`config.mk`:
```
export PLATFORM = sky130hd
export DESIGN_NAME = addsub_result_stage_flat
export DESIGN_NICKNAME = d
export VERILOG_FILES = /design/src/rtl/addsub_result_stage_if.sv /design/src/rtl/addsub_result_stage.sv /design/src/flat_wrapper.sv
export SDC_FILE = /design/constraint.sdc
export NUM_CORES = 1
export LEC_CHECK = 0
export ABC_CLOCK_PERIOD_IN_PS = 1200
export CAP_MARGIN = 20
export CORE_MARGIN = 2
export CORE_UTILIZATION = 41
export CTS_CLUSTER_SIZE = 24
export DETAILED_ROUTE_END_ITERATION = 10
export MAX_ROUTING_LAYER = met4
export PLACE_DENSITY = 0.76
export SKIP_LAST_GASP = 1
export SLEW_MARGIN = 0
export SYNTH_ARGS = -nofsm -noshare
export SYNTH_HDL_FRONTEND = slang
export SYNTH_SLANG_ARGS = --single-unit
```
`constraint.sdc`:
```
create_clock -name clk -period 1.2 [get_ports clk]
set_input_delay 0.24 -clock clk [delete_from_list [all_inputs] [get_ports clk]]
set_output_delay 0.24 -clock clk [all_outputs]
set_load 0.02 [all_outputs]
```
`src/rtl/addsub_result_stage_if.sv`:
```
// Handshake bus between the add/subtract datapath, the result stage and its consumer.
interface addsub_result_stage_if #(
  parameter int unsigned WIDTH = 4
);
  logic             in_valid;
  logic             in_ready;
  logic [WIDTH-1:0] in_a;
  logic [WIDTH-1:0] in_b;
  logic             in_mode;
  logic [WIDTH-1:0] in_s;
  logic             in_cout;
  logic             out_valid;
  logic             out_ready;
  logic [WIDTH-1:0] out_s;
  logic             out_carry;
  logic             out_zero;
  logic             out_neg;
  logic             out_ovf;

  modport slave (
    input  in_valid, in_a, in_b, in_mode, in_s, in_cout, out_ready,
    output in_ready, out_valid, out_s, out_carry, out_zero, out_neg, out_ovf
  );

  modport master (
    output in_valid, in_a, in_b, in_mode, in_s, in_cout, out_ready,
    input  in_ready, out_valid, out_s, out_carry, out_zero, out_neg, out_ovf
  );
endinterface

```
`src/rtl/addsub_result_stage.sv`:
```
// Registers add/subtract results with derived ALU flags in a 2-entry FIFO,
// plus a sticky overflow flag and a wrapping delivered-result counter.
module addsub_result_stage #(
  parameter int unsigned WIDTH = 4,
  parameter int unsigned CNT_W = 8
) (
  input  logic                  clk,
  input  logic                  rst_n,
  addsub_result_stage_if.slave  bus,
  input  logic                  clr_sticky,
  output logic                  ovf_sticky,
  output logic [CNT_W-1:0]      res_count
);
  localparam int unsigned MSB = WIDTH - 1;

  typedef enum logic [1:0] {
    EMPTY = 2'd0,
    ONE   = 2'd1,
    TWO   = 2'd2
  } occ_t;

  occ_t state_q, state_d;

  logic                  rdy_q;
  logic                  wr_ptr, rd_ptr;
  logic [1:0][WIDTH-1:0] s_mem;
  logic [1:0]            carry_mem, zero_mem, neg_mem, ovf_mem;

  logic             push, pop, valid;
  logic [WIDTH-1:0] b_eff;
  logic             ovf_in, zero_in, neg_in, carry_in;

  assign valid = (state_q != EMPTY);
  assign push  = bus.in_valid & rdy_q;
  assign pop   = valid & bus.out_ready;

  // Flags are derived from the operands as applied, never from a recomputed sum.
  assign b_eff    = bus.in_b ^ {WIDTH{bus.in_mode}};
  assign ovf_in   = (bus.in_a[MSB] == b_eff[MSB]) && (bus.in_s[MSB] != bus.in_a[MSB]);
  assign zero_in  = ~|bus.in_s;
  assign neg_in   = bus.in_s[MSB];
  assign carry_in = bus.in_cout ^ bus.in_mode;

  always_comb begin
    state_d = state_q;
    unique case (state_q)
      EMPTY:   if (push) state_d = ONE;
      ONE: begin
        if (push && !pop)      state_d = TWO;
        else if (!push && pop) state_d = EMPTY;
      end
      TWO:     if (pop) state_d = ONE;
      default: state_d = EMPTY;
    endcase
  end

  always_ff @(posedge clk or negedge rst_n) begin
    if (!rst_n) begin
      state_q <= EMPTY;
      rdy_q   <= 1'b0;
    end else begin
      state_q <= state_d;
      // Ready is a register of the next occupancy, so it never depends on in_valid.
      rdy_q   <= (state_d != TWO);
    end
  end

  always_ff @(posedge clk or negedge rst_n) begin
    if (!rst_n) begin
      wr_ptr    <= 1'b0;
      rd_ptr    <= 1'b0;
      s_mem     <= '0;
      carry_mem <= '0;
      zero_mem  <= '0;
      neg_mem   <= '0;
      ovf_mem   <= '0;
    end else begin
      if (push) begin
        s_mem[wr_ptr]     <= bus.in_s;
        carry_mem[wr_ptr] <= carry_in;
        zero_mem[wr_ptr]  <= zero_in;
        neg_mem[wr_ptr]   <= neg_in;
        ovf_mem[wr_ptr]   <= ovf_in;
        wr_ptr            <= ~wr_ptr;
      end
      if (pop) rd_ptr <= ~rd_ptr;
    end
  end

  always_ff @(posedge clk or negedge rst_n) begin
    if (!rst_n) begin
      ovf_sticky <= 1'b0;
      res_count  <= '0;
    end else begin
      if (push && ovf_in) ovf_sticky <= 1'b1;
      else if (clr_sticky) ovf_sticky <= 1'b0;
      if (pop) res_count <= res_count + CNT_W'(1);
    end
  end

  assign bus.in_ready  = rdy_q;
  assign bus.out_valid = valid;
  assign bus.out_s     = s_mem[rd_ptr];
  assign bus.out_carry = carry_mem[rd_ptr];
  assign bus.out_zero  = zero_mem[rd_ptr];
  assign bus.out_neg   = neg_mem[rd_ptr];
  assign bus.out_ovf   = ovf_mem[rd_ptr];
endmodule
```
`src/flat_wrapper.sv`:
```
// flat-port wrapper written by rule: the top's interface ports become plain ports
module addsub_result_stage_flat 
#(
  parameter int unsigned WIDTH = 4,
  parameter int unsigned CNT_W = 8
)
  (clk, rst_n, clr_sticky, ovf_sticky, res_count, bus_in_valid, bus_in_a, bus_in_b, bus_in_mode, bus_in_s, bus_in_cout, bus_out_ready, bus_in_ready, bus_out_valid, bus_out_s, bus_out_carry, bus_out_zero, bus_out_neg, bus_out_ovf);
  addsub_result_stage_if #(.WIDTH(WIDTH)) bus_i ();
  input  logic clk;
  input  logic rst_n;
  input  logic clr_sticky;
  output logic ovf_sticky;
  output logic [CNT_W-1:0] res_count;
  input wire logic [$bits(bus_i.in_valid)-1:0] bus_in_valid;
  input wire logic [$bits(bus_i.in_a)-1:0] bus_in_a;
  input wire logic [$bits(bus_i.in_b)-1:0] bus_in_b;
  input wire logic [$bits(bus_i.in_mode)-1:0] bus_in_mode;
  input wire logic [$bits(bus_i.in_s)-1:0] bus_in_s;
  input wire logic [$bits(bus_i.in_cout)-1:0] bus_in_cout;
  input wire logic [$bits(bus_i.out_ready)-1:0] bus_out_ready;
  output wire logic [$bits(bus_i.in_ready)-1:0] bus_in_ready;
  output wire logic [$bits(bus_i.out_valid)-1:0] bus_out_valid;
  output wire logic [$bits(bus_i.out_s)-1:0] bus_out_s;
  output wire logic [$bits(bus_i.out_carry)-1:0] bus_out_carry;
  output wire logic [$bits(bus_i.out_zero)-1:0] bus_out_zero;
  output wire logic [$bits(bus_i.out_neg)-1:0] bus_out_neg;
  output wire logic [$bits(bus_i.out_ovf)-1:0] bus_out_ovf;
  assign bus_i.in_valid = bus_in_valid;
  assign bus_i.in_a = bus_in_a;
  assign bus_i.in_b = bus_in_b;
  assign bus_i.in_mode = bus_in_mode;
  assign bus_i.in_s = bus_in_s;
  assign bus_i.in_cout = bus_in_cout;
  assign bus_i.out_ready = bus_out_ready;
  assign bus_in_ready = bus_i.in_ready;
  assign bus_out_valid = bus_i.out_valid;
  assign bus_out_s = bus_i.out_s;
  assign bus_out_carry = bus_i.out_carry;
  assign bus_out_zero = bus_i.out_zero;
  assign bus_out_neg = bus_i.out_neg;
  assign bus_out_ovf = bus_i.out_ovf;
  addsub_result_stage #(.WIDTH(WIDTH), .CNT_W(CNT_W)) u_core (.clk(clk), .rst_n(rst_n), .bus(bus_i), .clr_sticky(clr_sticky), .ovf_sticky(ovf_sticky), .res_count(res_count));
endmodule
```
==> results of run 1 <==
==> state kept, by name (all words and copies together), names as in the netlist <==
signal               cells
u_core.res_count         8
u_core.s_mem             7
u_core.carry_mem         2
u_core.ovf_mem           2
u_core.state_q           2
u_core.zero_mem          2
u_core.bus.in_ready      1
u_core.neg_mem           1
u_core.ovf_sticky        1
u_core.rd_ptr            1
u_core.wr_ptr            1
==> final cells by class <==
class	instances	area share, %
clock buffer	3	1.13
sequential	28	35.4
tap	33	2.08
inverter	3	0.567
clock inverter	1	1.51
timing repair buffer	66	28.7
multi-input combinational	70	30.6
==> worst register-to-register path, stage by stage (launching register included) <==
cell and delay, ps:
dfrtp_1 440, nand3b_1 140, buf_6 140, mux2_2 340
==> layout by cell type (no fill, tap or decap), drive strengths merged, types with 2 or more instances in the layout <==
cell type / netlist / layout
buf: 3 / 54
clkbuf: 0 / 3
clkdlybuf4s50: 0 / 12
dfrtp: 28 / 28
inv: 3 / 3
mux2: 15 / 15
nand2: 14 / 14
nand2b: 2 / 2
nand3: 2 / 2
nand4: 3 / 3
nor3: 2 / 2
o21ai: 7 / 7
o22ai: 2 / 2
xnor2: 8 / 8
xor2: 3 / 3
==> logic make-up (layout without fill, tap and decap cells) <==
kind of cell | Yosys count | count (layout) | synth area share (%)
and+or+nand+nor | 31 | 31 | 13.3
DFF | 28 | 28 | 56.2
muxes | 16 | 16 | 14.3
AOI/OAI and AO/OA | 11 | 11 | 5.12
xor gates and xnor gates | 11 | 11 | 7.72
buffers and inverters | 6 | 73 | 2.31
adders and majority gates | 1 | 1 | 1.00
==> synth_stat cells (all sizes together) <==
master / n
nand3: 2
nand4: 3
inv: 3
o22ai: 2
xor2: 3
and3: 1
and2b: 1
mux2i: 1
or2: 1
nand4b: 1
nand2: 14
xnor2: 8
buf: 3
o21ai: 7
ha: 1
nand3b: 1
a21oi: 1
or4: 1
nand2b: 2
nor2b: 1
dfrtp: 28
nor3: 2
nor2: 1
mux2: 15
o21a: 1
==> stage by stage <==
stage	power, mW	cells	utilization, %
after floorplan	2.83	104	-
after global placement	3.79	191	60.3
after detailed placement	3.87	191	60.3
after CTS	4.70	201	63.1
after global routing	5.20	204	66.6
final	4.91	204	66.6
==> per-layer routing <==
metal	routed length, um	global-route usage [%]
met2	1490	31.7
met5	0	-
met1	1200	19.6
met3	120	2.40
met4	34	6.49
==> worst min path at each step <==
stage	slack, ps	cells after the start	end	start
finish	250	2	u_core.s_mem[7]	rst_n
global placement	460	2	u_core.carry_mem[1]	u_core.carry_mem[1]
global route	260	2	u_core.ovf_mem[1]	rst_n
detailed placement	480	2	u_core.zero_mem[0]	u_core.zero_mem[0]
CTS	240	2	u_core.zero_mem[0]	rst_n
floorplan	-60	0	u_core.bus.in_ready	rst_n
==> power groups by stage <==
stage               clock, mW  sequential (mW)  combinational (mW)
global route            0.668             1.62                2.92
CTS                     0.635             1.56                2.50
finish                  0.611             1.57                2.73
global placement            0             1.55                2.24
detailed placement          0             1.57                2.30
floorplan                   0             1.66                1.17
==> timing repair <==
| item | CTS | global route |
|---|---|---|
| setup endpoints to repair | 23 | 22 |
| gates resized for setup | 100 | 17 |
| hold buffers | 0 | 0 |
| setup buffers | 6 | 3 |
| pin swaps | 0 | 6 |
==> impl_results.md, run 1 <==
* Status: finished with violations
* Failing checks: negative setup slack
* Hold WS at between 200 and 250 ps
* Crit path depth at 3
* Final estimated routing congestion in global placement at between 0.7 and 0.8
* Tmin final at 1660 ps
* Post-Syn Area at 0.00125 mm2
* Combinational group share of total power at 55.6%
* Initial DRC Count at 13
* Switch share at 35.4%
* Die X at 59.2 um
* Post-synth cell types at 29
* Reg2reg path depth at 3
* Critical Path Start: u_core.rd_ptr
* Mapped Nets at 124
* CTS max path bufs at 2
* Hold Violations, Final at 0
* Via count of the first global-routing pass at between 1,000 and 1,500
* Share of power burned in the clock network at 12.4%
* Yosys top cell by area: dfrtp_1
* Pin count of the biggest net entering global routing at 29
* Fmax at 602 MHz
* Leakage at between 0.9 and 1 nW
* Synthesized instance count at roughly 100
* Total clock sinks at 28
* Max_cap viols at 0
* Int Pwr at roughly 3.2 mW
* Synth warnings at 0
* Post-route setup slack at -462 ps
* P_sw at 1.74 mW
* Initial Util at 41.9%
* DRC Markers at 0
* Setup crit start kind: flop
* Delay-heaviest family, CP: flip-flops
* Setup TNS Final at -3500 ps
* Crit path cell chain: buf_6, mux2_4, buf_6
* Placed inst area at ~0.0018 mm2
* Area occupied by multi-input gates at 607 um2
* Slowest-stage cell, CP: dfrtp_2
* CP peak stage delay at between 500 and 600 ps
* Post-route ant nets at 0
* 1st-pass router iterations at 4
* First-pass GRT wire length at 4.46 mm
* Die area at 0.00350 mm2
* Gr usage total at 17.6%
* Most frequent CP cell: buf_6
* DP Worst Slack at -498 ps
* Crit. End Element: primary output
* Final Net Count at 192
* Die extent in y at 59.2 um
* Fillers at 243
* Seq/Total Area, Yosys at 56.2%
* Peak supply drop at about 0.0013 V
* CTS buffer count at 3
* Worst path bufs/invs at 2
* Hpwl dp at 2.02 mm
* Required time of the critical path at roughly 960 ps
* RSZ-0062 raised after global routing: true
* Flop pwr share at between 30% and 40%
* Rows at 20
* Reg2Reg Setup Slack at roughly 60 ps
* Tcrit/Tclk final at 138%
* Setup violations, final at 10
* Worst slew pin tran at 240 ps
* Slew Limit Fails at 0
* Io pins at 38
* CTS H-tree depth at 1
* RR Startpoint: u_core.wr_ptr
* Post-route cell area at roughly 0.002 mm2
* WL final at ~2.8 mm
* Top post-synthesis cells by area: dfrtp_1, mux2_2, xnor2_1
* Crit path to: bus_out_carry
* Area delta synth->final at 59.1%
* Share of cells above drive strength 1 at 49.7%
* ANT cells at 0
* Synthesized flop and latch total at 28
* Clock-pin slew on the worst setup and hold paths at roughly 150 ps
* RR Endpoint: u_core.s_mem[1]
* Via Count at 1,018
* Total grt overflow at 0
* Root Driver: clkbuf_4
* Core region area at approximately 0.0030 mm2
* Synth top area share at 56.2%
* Total area of sequential cells at 703 um2
* Antenna violations before repair at 0
* Via density at 4.99
* Syn avg cell area at 12.0 um2
* # port buffers at 31
* CP Class: flop to primary output
* Rel. slew slack at 83.7%
* Power Density at roughly 2500 mW/mm2
* Wire per inst at 13.9 um
* Clk_lat worst skew at 330 ps
* CTS tree: yes
* Critical path peak fanout at 7
* Min-Delay Path Class: primary input to async pin
* CP Data Arrival Time at 1420 ps
* Fin Clk Skew at approximately 7.4 ps
(Power assumes the default switching activity.)
==> run 2, diff against run 1 <==
Settings changed: CORE_ASPECT_RATIO from default to 1.75, CORE_UTILIZATION 41 to 35, PLACE_DENSITY 0.76 to 0.67.
==> impl_results.md, run 2 (synthesis gave the netlist of run 1 again) <==
* Total grt overflow at 0 (unchanged)
* Via density at 4.62 (-7.4%)
* Hpwl dp at 1.97 mm (-2.6%)
* Fmax at 640 MHz (+6.3%)
* Flop pwr share at 32.4% (+0.5 points)
* Peak supply drop at 0.00180 V (+39%)
* Via Count at 957 (-6.0%)
* Clk_lat worst skew at 270 ps (-60 ps)
* CP Data Arrival Time at 1320 ps (-100 ps)
* Min-Delay Path Class: primary input to flop
* Power Density at 2500 mW/mm2 (+1.1%)
* ANT cells at 0 (unchanged)
* Initial Util at 36.7% (-5.2 points)
* Initial DRC Count at 6 (-7)
* Leakage at 0.925 nW (-2.7%)
* First-pass GRT wire length at 4.75 mm (+6.7%)
* CTS buffer count at 3 (unchanged)
* Final Net Count at 183 (-4.7%)
* RR Startpoint: u_core.bus.in_ready
* Die X at 49.1 um (-17%)
* Via count of the first global-routing pass at 1,069 (+1.2%)
* Clock-pin slew on the worst setup and hold paths at 90 ps (-60 ps)
* Post-route setup slack at -363 ps (+98.8 ps)
* Reg2Reg Setup Slack at 50 ps (about the same)
* Rel. slew slack at 85.2% (+1.5 points)
* Pin count of the biggest net entering global routing at 29 (unchanged)
* Antenna violations before repair at 0 (unchanged)
* Die area at 0.00408 mm2 (+16%)
* DRC Markers at 0 (unchanged)
* Post-layout total power at 4.79 mW (-2.4%)
* Share of cells above drive strength 1 at 45.7% (-4.0 points)
* Total clock sinks at 28 (unchanged)
* CTS max path bufs at 2 (unchanged)
* Slew Limit Fails at 0 (unchanged)
* Most frequent cells in the layout: dfrtp_1, buf_4, nand2_1
* Crit. End Element: primary output
* Tcrit/Tclk final at 130% (-8.2 points)
* Int Pwr at 3.15 mW (-0.47%)
* Reg2reg path depth at 3 (unchanged)
* Switch share at 34.1% (-1.3 points)
* Setup crit start kind: flop
* CTS tree: yes
* Largest registers: u_core.res_count x8, u_core.s_mem x7
* Root Driver: clkbuf_8
* Required time of the critical path at 960 ps (about the same)
* Failing checks: negative setup slack
* Status: finished with violations
* Util after Layout at 56.4% (-10 points)
* Commonest non-fill, non-tap cell in the layout: dfrtp_1
* Gr usage total at 15.0% (-2.6 points)
* Top reg by flops: u_core.res_count
* Wire per inst at 12.7 um (-8.7%)
* 1st-pass router iterations at 4 (unchanged)
* # port buffers at 31 (unchanged)
* Max_cap viols at 0 (unchanged)
* Core region area at 0.00340 mm2 (+14%)
* RSZ-0062 raised after global routing: true
* Final estimated routing congestion in global placement at 0.736 (-3.1%)
* CP Class: flop to primary output
* DP Worst Slack at -496 ps (+1.72 ps)
* Combinational group share of total power at 52.4% (-3.2 points)
* CTS H-tree depth at 1 (unchanged)
* Share of power burned in the clock network at 15.2% (+2.8 points)
* WHS Path Cells at 2
* Setup TNS Final at -2680 ps (+817 ps)
* WL final at 2.64 mm (-7.4%)
* Fin Clk Skew at 1.86 ps (-5.52 ps)
* P_sw at 1.64 mW (-5.9%)
* Rows at 28 (+40%)
* Worst slew pin tran at 217 ps (-22.7 ps)
* Io pins at 38 (unchanged)
* Hold Violations, Final at 0 (unchanged)
* Die extent in y at 83.0 um (+40%)
* Critical path peak fanout at 6 (-1)
* Critical Path Start: u_core.rd_ptr
* Hold Startpoint: bus_out_ready
* Post-route ant nets at 0 (unchanged)
* Max reg flops at 8 (unchanged)
* Tmin final at 1560 ps (-98.8 ps)
* Setup violations, final at 9 (-1)
* Fillers at 300 (+23%)
* Area delta synth->final at 53.6%
## run 2: worst paths after layout
| path | endpoint |
|---|---|
| min in group asynchronous | u_core.res_count[5] |
| setup reg to reg | u_core.s_mem[7] |
| hold reg to reg | u_core.ovf_mem[0] |
| max in group asynchronous | u_core.bus.in_ready |
| hold / removal | u_core.state_q[1] |
| setup / recovery | bus_out_s[0] |
## run 2: through the flow
step | cell area [um2] | std cells | hold slack [ps]
final | 1920 | 207 | 268
after global routing | 1920 | 207 | 285
after CTS | 1920 | 206 | 313
after detailed placement | 1770 | 198 | 470
after global placement | 1770 | 198 | 462
after floorplan | 1260 | 104 | -55.6
## run 2: per-layer routing
layer  part of all wire [%]  vias to the layer above  GRT usage [%]
met4                    1.4                        0           5.45
met5                      0                        -              -
li1                       -                      470              -
met3                    3.7                        4           2.16
met1                     36                      463           15.2
met2                     59                       20           27.9
## run 2: area by class of cell
class | instances | area, um2 | share of cell area [%]
clock buffers | 3 | 41.3 | 2.16
clock inverters | 1 | 30.0 | 1.57
inverters | 3 | 11.3 | 0.588
multi-input cells | 70 | 571 | 29.8
flip-flops and latches | 28 | 703 | 36.7
well taps | 45 | 56.3 | 2.94
repair buffers | 57 | 503 | 26.3
## run 2: power groups by stage
| stage | Clock [mW] | Combinational (mW) | Sequential (mW) |
|---|---|---|---|
| after global placement | 0 | 2.21 | 1.55 |
| final | 0.728 | 2.51 | 1.55 |
| after floorplan | 0 | 1.17 | 1.66 |
| after CTS | 0.743 | 2.53 | 1.57 |
| after detailed placement | 0 | 2.26 | 1.57 |
| after global routing | 0.778 | 2.70 | 1.60 |
## run 2: what timing repair did
action,4_1_cts,5_1_grt
pin swaps,1,1
resized for setup,88,15
setup buffers,4,1
endpoints found under the setup margin,25,28
hold buffers,0,0
## run 2: critical path, cell delays in order (launching register included)
cell and delay (ps):
dfrtp_2 480, buf_6 150, mux2_4 290, buf_6 130
==> run 3, diff against run 2 <==
Settings changed: SETUP_SLACK_MARGIN from default to 0.2.
==> impl_results.md, run 3 (synthesis gave the netlist of run 1 again) <==
* Min-Delay Path Class: primary input to async pin
* RR Endpoint: u_core.neg_mem[0]
* Clk_lat worst skew at 270 ps (about the same)
* Status: finished with violations
* Commonest non-fill, non-tap cell in the layout: buf_6
* Util after Layout at 65.4% (+9.0 points)
* CTS max path bufs at 2 (unchanged)
* Initial Util at 36.7% (unchanged)
* Placed cell count at 207 (+4.5%)
* Post-route ant nets at 0 (unchanged)
* Total clock sinks at 28 (unchanged)
* Final estimated routing congestion in global placement at 0.790 (+7.5%)
* Die X at 49.1 um (unchanged)
* Via density at 4.84 (+4.6%)
* Rows at 28 (unchanged)
* RSZ-0062 raised after global routing: true
* Share of power burned in the clock network at 9.6% (-5.6 points)
* CTS buffer count at 3 (unchanged)
* CP Class: flop to primary output
* CTS tree: yes
* Share of cells above drive strength 1 at 66.7% (+21 points)
* Io pins at 38 (unchanged)
* Post-route setup slack at -380 ps (-16.7 ps)
* P_sw at 1.97 mW (+20%)
* Fin Clk Skew at 0.911 ps (-0.947 ps)
* Setup TNS Final at -2730 ps (-46.2 ps)
* Combinational group share of total power at 61.0% (+8.6 points)
* Largest registers: u_core.res_count x8, u_core.s_mem x7
* Pin count of the biggest net entering global routing at 29 (unchanged)
* Top reg by flops: u_core.res_count
* Total grt overflow at 0 (unchanged)
* Root Driver: clkbuf_8
* Failing checks: negative setup slack
* WL final at 3.26 mm (+24%)
* Wire per inst at 14.9 um (+17%)
* Max reg flops at 8 (unchanged)
* CTS H-tree depth at 1 (unchanged)
* Gr usage total at 17.4% (+2.4 points)
* Max_cap viols at 0 (unchanged)
* Peak supply drop at 0.00160 V (-11%)
* Reg2reg path depth at 3 (unchanged)
* Critical Path Start: u_core.rd_ptr
* Reg2Reg Setup Slack at 20 ps (-30 ps)
* Antenna violations before repair at 0 (unchanged)
* Setup violations, final at 9 (unchanged)
* DP Worst Slack at -505 ps (-9.60 ps)
* CP Data Arrival Time at 1340 ps (+20 ps)
* Most frequent cells in the layout: buf_6, buf_4, dfrtp_1
* Flop pwr share at 29.4% (-3.0 points)
* Power Density at 2470 mW/mm2 (-1.1%)
* Core region area at 0.00340 mm2 (unchanged)
* DRC Markers at 0 (unchanged)
* Die area at 0.00408 mm2 (unchanged)
* Hpwl dp at 2.05 mm (+4.2%)
* Int Pwr at 3.53 mW (+12%)
* Via Count at 1,059 (+11%)
* Setup crit start kind: flop
* Tcrit/Tclk final at 132% (+1.4 points)
* Area delta synth->final at 78.1%
* Via count of the first global-routing pass at 1,143 (+6.9%)
* RR Startpoint: u_core.wr_ptr
* Leakage at 1.08 nW (+16%)
* Rel. slew slack at 78.9% (-6.4 points)
* Crit. End Element: primary output
* First-pass GRT wire length at 5.44 mm (+15%)
* Final Net Count at 195 (+6.6%)
* Tmin final at 1580 ps (+16.7 ps)
* Required time of the critical path at 960 ps (about the same)
* Critical path peak fanout at 6 (unchanged)
* Clock-pin slew on the worst setup and hold paths at 90 ps (about the same)
* Fin cells at 219 (+5.8%)
* Switch share at 35.8% (+1.6 points)
* Slew Limit Fails at 0 (unchanged)
* Initial DRC Count at 12 (+6)
* Die extent in y at 83.0 um (unchanged)
* 1st-pass router iterations at 4 (unchanged)
* ANT cells at 0 (unchanged)
* # port buffers at 31 (unchanged)
* Hold Violations, Final at 0 (unchanged)
* Worst slew pin tran at 315 ps (+97.3 ps)
* Fmax at 633 MHz (-1.1%)
## run 3: changes by cell type in the layout (fill, tap and decap cells not counted), moves of 6 or more
cell / before / now
buf_6: 11 / 33
nand2_1: 14 / 5
mux2_2: 9 / 2
mux2_4: 6 / 13
nand2_2: 0 / 7
dfrtp_1: 26 / 20
dfrtp_2: 2 / 8
## run 3: final cells by class
cell class                 instances  area [um2]
timing repair buffer              69         672
fill                             251        1180
multi-input combinational         70         727
sequential                        28         711
clock buffer                       4        45.0
inverter                           3        11.3
tap                               45        56.3
## run 3: metrics by stage
stage               area (um2)  hold slack, ps  power (mW)
finish                    2220             306        5.50
detailed placement        1890             478        4.18
CTS                       2110             311        5.23
global route              2220             319        5.82
global placement          1890             460        4.11
floorplan                 1320           -55.6        3.01
## run 3: how the worst max path moves through the flow
stage	slack, ps	to	cells after the start
finish	-380	bus_out_s[2]	3
global route	-420	bus_out_s[2]	3
CTS	-390	bus_out_s[1]	3
detailed placement	-510	bus_out_carry	2
global placement	-500	bus_out_carry	2
floorplan	0.2	bus_out_s[3]	3
## run 3: what timing repair did
| action | CTS | global route |
|---|---|---|
| endpoints found under the setup margin | 47 | 47 |
| buffers inserted | 8 | 0 |
| pin swaps | 19 | 9 |
| resized for setup | 148 | 29 |
| hold buffers | 0 | 0 |
| endpoints found under the hold margin | 0 | 0 |
## run 3: metal layers
layer  GRT usage, %  part of all wire (%)  vias to the layer above
met1           21.4                    39                      532
met2           28.9                    56                       23
met3           2.16                   3.0                        4
met4           6.23                   1.3                        0
li1               -                     -                      500
met5              -                     0                        -
## run 3: power groups by stage
stage	sequential, mW	combinational, mW	clock, mW
after global routing	1.66	3.58	0.575
after CTS	1.60	3.08	0.546
after detailed placement	1.60	2.59	0
final	1.61	3.35	0.528
after global placement	1.58	2.53	0
after floorplan	1.71	1.30	0
## run 3: worst max-delay path, stage by stage, from the launching register on
cell     delay, ps
dfrtp_2        490
buf_6          150
mux2_4         290
buf_6          130
